`src/rtl/buks_pkg.sv`:
```
// Shared defaults and FSM state encoding for the channel scan serializer.
package buks_pkg;

   localparam int unsigned CH_NUM_DEF  = 32;
   localparam int unsigned CH_W_DEF    = 16;
   localparam int unsigned BIT_DIV_DEF = 8;

   typedef enum logic [1:0] {
      ST_IDLE  = 2'd0,
      ST_LOAD  = 2'd1,
      ST_SHIFT = 2'd2,
      ST_NEXT  = 2'd3
   } state_e;

endpackage

```
`src/rtl/ch_scan_serializer_bit_timer.sv`:
```
// Serial bit timer: per-bit cycle counter with registered sclk phase and bit start/end strobes.
// All outputs line up with the cycle in which the enabling state is actually active.
module bit_timer
   import buks_pkg::*;
#(
   parameter int unsigned BIT_DIV = BIT_DIV_DEF
) (
   input  logic clk,
   input  logic rst_n,
   input  logic en_i,
   output logic sclk_o,
   output logic bit_start_o,
   output logic bit_end_o
);

   localparam int unsigned      CNT_W = $clog2(BIT_DIV);
   localparam logic [CNT_W-1:0] HALF  = CNT_W'(BIT_DIV / 2);
   localparam logic [CNT_W-1:0] LAST  = CNT_W'(BIT_DIV - 1);

   logic             run_q;
   logic [CNT_W-1:0] cnt_q, cnt_d;
   logic             sclk_q, start_q, end_q;

   // en_i is the enable for the coming cycle; a fresh run always starts at count 0
   always_comb begin
      cnt_d = '0;
      if (en_i && run_q) begin
         cnt_d = (cnt_q == LAST) ? '0 : cnt_q + CNT_W'(1);
      end
   end

   always_ff @(posedge clk or negedge rst_n) begin
      if (!rst_n) begin
         run_q   <= 1'b0;
         cnt_q   <= '0;
         sclk_q  <= 1'b0;
         start_q <= 1'b0;
         end_q   <= 1'b0;
      end else begin
         run_q   <= en_i;
         cnt_q   <= cnt_d;
         sclk_q  <= en_i && (cnt_d >= HALF);
         start_q <= en_i && (cnt_d == '0);
         end_q   <= en_i && (cnt_d == LAST);
      end
   end

   assign sclk_o      = sclk_q;
   assign bit_start_o = start_q;
   assign bit_end_o   = end_q;

endmodule

```
`src/rtl/ch_scan_serializer.sv`:
```
// Frame serializer: on tick, shifts every channel table word out MSB first with sclk/frame framing.
// Optional feature macro CH_PARITY_EN appends an odd-parity bit after each word.
module ch_scan_serializer
   import buks_pkg::*;
#(
   parameter int unsigned BIT_DIV = BIT_DIV_DEF,
   parameter int unsigned CH_NUM  = CH_NUM_DEF,
   parameter int unsigned CH_W    = CH_W_DEF
) (
   input  logic            clk,
   input  logic            rst_n,
   input  logic            tick,
   input  logic            wr_en,
   input  logic [4:0]      wr_addr,
   input  logic [CH_W-1:0] wr_data,
   input  logic            ovr_clr,
   output logic            sclk,
   output logic            sdata,
   output logic            frame,
   output logic            busy,
   output logic            overrun
);

`ifdef CH_PARITY_EN
   localparam int unsigned WORD_W = CH_W + 1;
`else
   localparam int unsigned WORD_W = CH_W;
`endif
   localparam int unsigned       IDX_W    = (CH_NUM > 1) ? $clog2(CH_NUM) : 1;
   localparam int unsigned       BIT_CW   = $clog2(WORD_W + 1);
   localparam logic [IDX_W-1:0]  LAST_CH  = IDX_W'(CH_NUM - 1);
   localparam logic [BIT_CW-1:0] LAST_BIT = BIT_CW'(WORD_W);

   state_e              state_q, state_d;
   logic [CH_W-1:0]     tbl_q [CH_NUM];
   logic [IDX_W-1:0]    ch_idx_q, ch_idx_d;
   logic [BIT_CW-1:0]   bit_idx_q, bit_idx_d;
   logic [WORD_W-1:0]   sh_q, sh_d;
   logic                sdata_q, sdata_d;
   logic                frame_q, frame_d;
   logic                busy_q, busy_d;
   logic                ovr_q, ovr_d;
   logic [CH_W-1:0]     rd_word_c;
   logic [WORD_W-1:0]   load_word_c;
   logic                tmr_sclk, tmr_start, tmr_end;

   // Channel table; a write in the LOAD cycle lands after the read, so the old word is sent
   always_ff @(posedge clk or negedge rst_n) begin
      if (!rst_n) begin
         for (int unsigned i = 0; i < CH_NUM; i++) tbl_q[i] <= '0;
      end else if (wr_en) begin
         for (int unsigned i = 0; i < CH_NUM; i++) begin
            if (32'(wr_addr) == i) tbl_q[i] <= wr_data;
         end
      end
   end

   assign rd_word_c = tbl_q[ch_idx_q];
`ifdef CH_PARITY_EN
   assign load_word_c = {rd_word_c, ~^rd_word_c};
`else
   assign load_word_c = rd_word_c;
`endif

   bit_timer #(.BIT_DIV(BIT_DIV)) u_bit_timer (
      .clk         (clk),
      .rst_n       (rst_n),
      .en_i        (state_d == ST_SHIFT),
      .sclk_o      (tmr_sclk),
      .bit_start_o (tmr_start),
      .bit_end_o   (tmr_end)
   );

   always_ff @(posedge clk or negedge rst_n) begin
      if (!rst_n) state_q <= ST_IDLE;
      else        state_q <= state_d;
   end

   always_comb begin
      state_d = state_q;
      case (state_q)
         ST_IDLE:  if (tick) state_d = ST_LOAD;
         ST_LOAD:  state_d = ST_SHIFT;
         ST_SHIFT: if (tmr_end && (bit_idx_q == LAST_BIT)) state_d = ST_NEXT;
         ST_NEXT:  state_d = (ch_idx_q == LAST_CH) ? ST_IDLE : ST_LOAD;
         default:  state_d = ST_IDLE;
      endcase
   end

   // Datapath and registered-output next values; bit_idx counts bits already started
   always_comb begin
      ch_idx_d  = ch_idx_q;
      bit_idx_d = bit_idx_q;
      sh_d      = sh_q;
      case (state_q)
         ST_LOAD: begin
            sh_d      = load_word_c;
            bit_idx_d = '0;
         end
         ST_SHIFT: begin
            if (tmr_start) bit_idx_d = bit_idx_q + BIT_CW'(1);
            if (tmr_end)   sh_d      = sh_q << 1;
         end
         ST_NEXT: ch_idx_d = (ch_idx_q == LAST_CH) ? '0 : ch_idx_q + IDX_W'(1);
         default: ;
      endcase
      sdata_d = (state_d == ST_SHIFT) && sh_d[WORD_W-1];
      frame_d = (state_d == ST_SHIFT);
      busy_d  = (state_d == ST_LOAD) || (state_d == ST_SHIFT) ||
                ((state_d == ST_NEXT) && (ch_idx_q != LAST_CH));
      ovr_d   = (tick && busy_q) ? 1'b1 : (ovr_clr ? 1'b0 : ovr_q);
   end

   always_ff @(posedge clk or negedge rst_n) begin
      if (!rst_n) begin
         ch_idx_q  <= '0;
         bit_idx_q <= '0;
         sh_q      <= '0;
         sdata_q   <= 1'b0;
         frame_q   <= 1'b0;
         busy_q    <= 1'b0;
         ovr_q     <= 1'b0;
      end else begin
         ch_idx_q  <= ch_idx_d;
         bit_idx_q <= bit_idx_d;
         sh_q      <= sh_d;
         sdata_q   <= sdata_d;
         frame_q   <= frame_d;
         busy_q    <= busy_d;
         ovr_q     <= ovr_d;
      end
   end

   assign sclk    = tmr_sclk;
   assign sdata   = sdata_q;
   assign frame   = frame_q;
   assign busy    = busy_q;
   assign overrun = ovr_q;

endmodule

```
`config.mk`:
```
export PLATFORM = sky130hd
export DESIGN_NAME = ch_scan_serializer
export DESIGN_NICKNAME = d
export VERILOG_FILES = /design/src/rtl/buks_pkg.sv /design/src/rtl/ch_scan_serializer_bit_timer.sv /design/src/rtl/ch_scan_serializer.sv
export SDC_FILE = /design/constraint.sdc
export NUM_CORES = 1
export LEC_CHECK = 0
export ABC_CLOCK_PERIOD_IN_PS = 2530
export CAP_MARGIN = 20
export CELL_PAD_IN_SITES_DETAIL_PLACEMENT = 1
export CELL_PAD_IN_SITES_GLOBAL_PLACEMENT = 2
export CORE_ASPECT_RATIO = 1.4
export CORE_UTILIZATION = 30
export CTS_CLUSTER_DIAMETER = 60
export DETAILED_ROUTE_END_ITERATION = 16
export PLACE_DENSITY = 0.6
export SYNTH_ARGS = -nofsm -noshare
export SYNTH_HDL_FRONTEND = slang
export SYNTH_SLANG_ARGS = --single-unit
```
`constraint.sdc`:
```
create_clock -name clk -period 2.53 [get_ports clk]
set_input_delay 0.506 -clock clk [delete_from_list [all_inputs] [get_ports clk]]
set_output_delay 0.506 -clock clk [all_outputs]
set_load 0.005 [all_outputs]
```
==> flow_summary_export.csv <==
group,metric,value,unit
grt,grt_pass1_vias,17485,
floorplan,die_width,248.2,um
grt,grtUsageTotal,0.1797,
placed_design,place_inst,2884,
sta,timing_max_transition_violations_final,0,
sta,setup_viol,0,
synth,post_synthesis_net_count,1807,
floorplan,num_rows,126,
placed_design,globalplace.congestion,0.7886,
synth,synth_sequential_area_ratio,0.5406,
pwr,p_switching,0.005639,W
drt,final_routed_wirelength,75.36,mm
synth,post_synthesis_register_bit_count,550,
layout,final-instance-count-excl-fill,2988,
cts,deepest_level_of_the_cts_h_tree,2,
cts,clock_slew_at_reported_path_ffs,0.06,ns
sta,worst_slew_margin_rel,0.5792,
sta,setup_repair_after_global_routing_missed_its_margin,"yes",
critical_path,critical_path_peak_fanout,38,
sta,final_period_demand_of_the_worst_path,2.459,ns
floorplan,design.core.area,84190,sq um
floorplan,dieArea,86050,sq um
layout,layout.cells.most_common_list,"dfrtp_1, mux2_2, mux2i_1",
critical_path,crit_path_start,"ch_idx_q[1]$_DFFE_PN0P_",
cts,cts_root_buf,"clkbuf_16",
placed_design,placed_cell_area,28190,sq um
sta,setup_slack,0.07064,ns
synth,ys.flop_type,"dfrtp_1",
drt,drt-wirelength-per-cell,25.22,um
critical_path,worstPathRequired,3.08,ns
drt,total_drc_errors_in_the_routed_layout,0,
drt,drt_iter0_markers,593,
sta,worst_pin_slew,0.6312,ns
floorplan,start_util,0.3024,
drt,detail-route-antenna-nets,0,
drt,vias_cell,5.096,
synth,synthArstFlopShare,1.000,
pwr,internal_power,0.01694,W
grt,number_of_antenna_violations_at_the_first_check_in_global_routing,0,
worst_hold_path,hold_path_class,"primary input to async pin",
layout,nNetsFinal,1897,
sta,finClkSkew,0.03599,ns
grt,wire_length_of_the_first_global_routing_pass,114.7,mm
critical_path,regToRegSetupSlack,0.07,ns
critical_path,critPathCaptureType,"flip-flop",
pwr,p_sw_frac,0.2498,
pwr,share_comb_of_total_power,0.136,
drt,detailedRoute.firstPassIterationCount,6,
critical_path,crit_path_start_kind,"flip-flop",
synth,synthesis.instances,1769,
synth,synth_warnings,0,
critical_path,cp_data_arrival_time,3.01,ns
cts,clkSinkCount,550,
floorplan,fp.dieH,346.7,um
critical_path,timing.setup.critical_path_class,"flip-flop to flip-flop",
placed_design,io_buffers,30,
placed_design,dp_hpwl,49.12,mm
cts,cts_max_path_buffers,3,
synth,mappedNetlistArea,25460,sq um
critical_path,r2r-end,"sh_q[4]$_DFFE_PN0P_",
cts,cts_inserted_buffers,57,
pwr,clockPowerShare,0.369,
grt,grt-ovfl-total,0,
critical_path,cp-endpoint,"sh_q[4]$_DFFE_PN0P_",
synth,syn-mean-instance-area,14.39,sq um
placed_design,place_worst_setup_slack,-0.06748,ns
floorplan,number_of_primary_i_o_pins,31,
layout,mostFrequentLayoutCell,"dfrtp_1",
job,max-cap-violations,0,
run_status,status,"finished clean",
critical_path,reg2reg_from,"ch_idx_q[1]$_DFFE_PN0P_",
layout,final_area,30160,sq um
sta,hold-worst-slack,0.3719,ns
layout,layout-area-overhead-vs-synth,18.44,%
sta,maxClockFrequency,406.6,MHz
layout,filler_cell_count,8690,
drt,routed-via-count,15227,
sta,finalHoldViolCount,0,
layout,final_util,0.3582,
sta,final_min_period_over_clock_period,0.9721,
grt,maximum_number_of_pins_on_one_net_before_global_route_repair,80,
pwr,seq_power_share,0.496,
critical_path,ff2ff_path_depth,8,
pwr,vdd_ir_drop_max,478.2,uV
synth,yosysUniqueCellTypes,54,
pwr,power_per_standard_cell_area,748.7,nW/um^2
cts,insertion_delay,0.64,ns
layout,layout-drive-gt1-share,0.4357,
synth,count_of_flip_flops_with_a_built_in_enable_after_synthesis,0,
pwr,leakage_power_figure,12.85,nW
cts,clock_tree_from_tritoncts,"done",
[worst min-delay path by stage]
stage                      from  slack [ns]                  endpoint  cells after the start
after global routing      rst_n        0.38    tbl_q[365]$_DFFE_PN0P_                      2
after global placement    rst_n        0.42    tbl_q[333]$_DFFE_PN0P_                      1
after floorplan           rst_n        0.21  bit_idx_q[0]$_DFFE_PN0P_                      0
after CTS                 rst_n        0.36    tbl_q[365]$_DFFE_PN0P_                      2
after detailed placement  rst_n        0.42    tbl_q[365]$_DFFE_PN0P_                      1
final                     rst_n        0.37    tbl_q[365]$_DFFE_PN0P_                      2
[routing by layer]
metal	GRT usage	vias up	wire length (um)
li1	-	6676	-
met1	0.2165	8254	30770
met2	0.3299	186	40670
met3	0.02048	111	1762
met4	0.05450	0	2159
met5	0	-	0
[flip-flops by register name, summed over array words and instances (netlist names)]
register and cells:
u_bit_timer.sclk_o 1, u_bit_timer.cnt_q 3, frame 1, u_bit_timer.bit_end_o 1, overrun 1, sdata 1
busy 1, ch_idx_q 5, u_bit_timer.bit_start_o 1, bit_idx_q 5, tbl_q 512, state_q 2
sh_q 16
[synthesized netlist by cell type (all sizes together) (7+ instances only)]
cell     number  area (sq um)
a221o        14         140.1
a31oi         8         50.05
nor2b         7         43.79
nand2        42         165.2
mux4         55          1239
a22o          8         70.07
buf          92         564.3
clkbuf       65         244.0
nor4          8         71.32
a22oi        64         480.5
dfrtp       550         13760
o21ai        12         60.05
a21oi        41         205.2
mux2i       165          1652
nand2b        8         57.55
ha           12         150.1
a2111oi      10         95.09
nor3         10         65.06
nor2         25         111.4
inv          10         37.54
mux2        523          5889
[layout make-up]
type	count	area, sq um	share of cell area
clock buffers	79	1619	0.05369
diodes	2	5.005	0.0001660
inverters	10	37.54	0.001245
multi-input cells	1052	10930	0.3625
clock inverters	19	196.4	0.006514
repair buffers	188	2230	0.07394
well taps	1088	1361	0.04514
flip-flops and latches	550	13770	0.4568
[repair_timing]
action,4_1_cts,5_1_grt
resized for setup,3,15
gates cloned,0,2
hold buffers,1,0
hold endpoints to repair,24,0
buffers inserted,0,1
setup endpoints to repair,3,10
[critical path, cell delays in order (launching register included)]
cell and delay [ns]:
dfrtp_4 0.47, buf_4 0.18, buf_16 0.19, nor2b_1 0.21
buf_4 0.16, a22oi_1 0.24, a31oi_1 0.22, a2111oi_0 0.45
a221o_1 0.18
[metrics by stage]
| stage | setup TNS, ns | power, W |
|---|---|---|
| 3_5_place_dp | -0.1350 | 0.01448 |
| 4_1_cts | 0 | 0.02296 |
| 5_1_grt | -0.04117 | 0.02368 |
| 6_report | 0 | 0.02258 |
| 3_3_place_gp | -0.02972 | 0.01419 |
| 2_1_floorplan | 0 | 0.01320 |
[power groups by stage]
stage	Sequential [W]	Combinational [W]	Clock, W
floorplan	0.0111	0.00215	0
global placement	0.0112	0.00299	0
detailed placement	0.0113	0.00313	0
CTS	0.0112	0.00315	0.00862
global route	0.0114	0.00338	0.00891
finish	0.0112	0.00307	0.00832
[logic make-up (layout without fill, tap and decap cells)]
| group | after synthesis | in the layout | share of synthesized area |
|---|---|---|---|
| XOR/XNOR | 3 | 3 | 0.001032 |
| multiplexers | 743 | 743 | 0.3448 |
| flip-flops | 550 | 550 | 0.5406 |
| buffers and inverters | 167 | 296 | 0.03322 |
| other | 0 | 2 | 0 |
| adder cells (fa/ha/maj) | 12 | 12 | 0.005897 |
| AND/OR/NAND/NOR | 129 | 129 | 0.02836 |
| AO/OA/AOI/OAI | 165 | 165 | 0.04605 |
(Power assumes the default switching activity.)
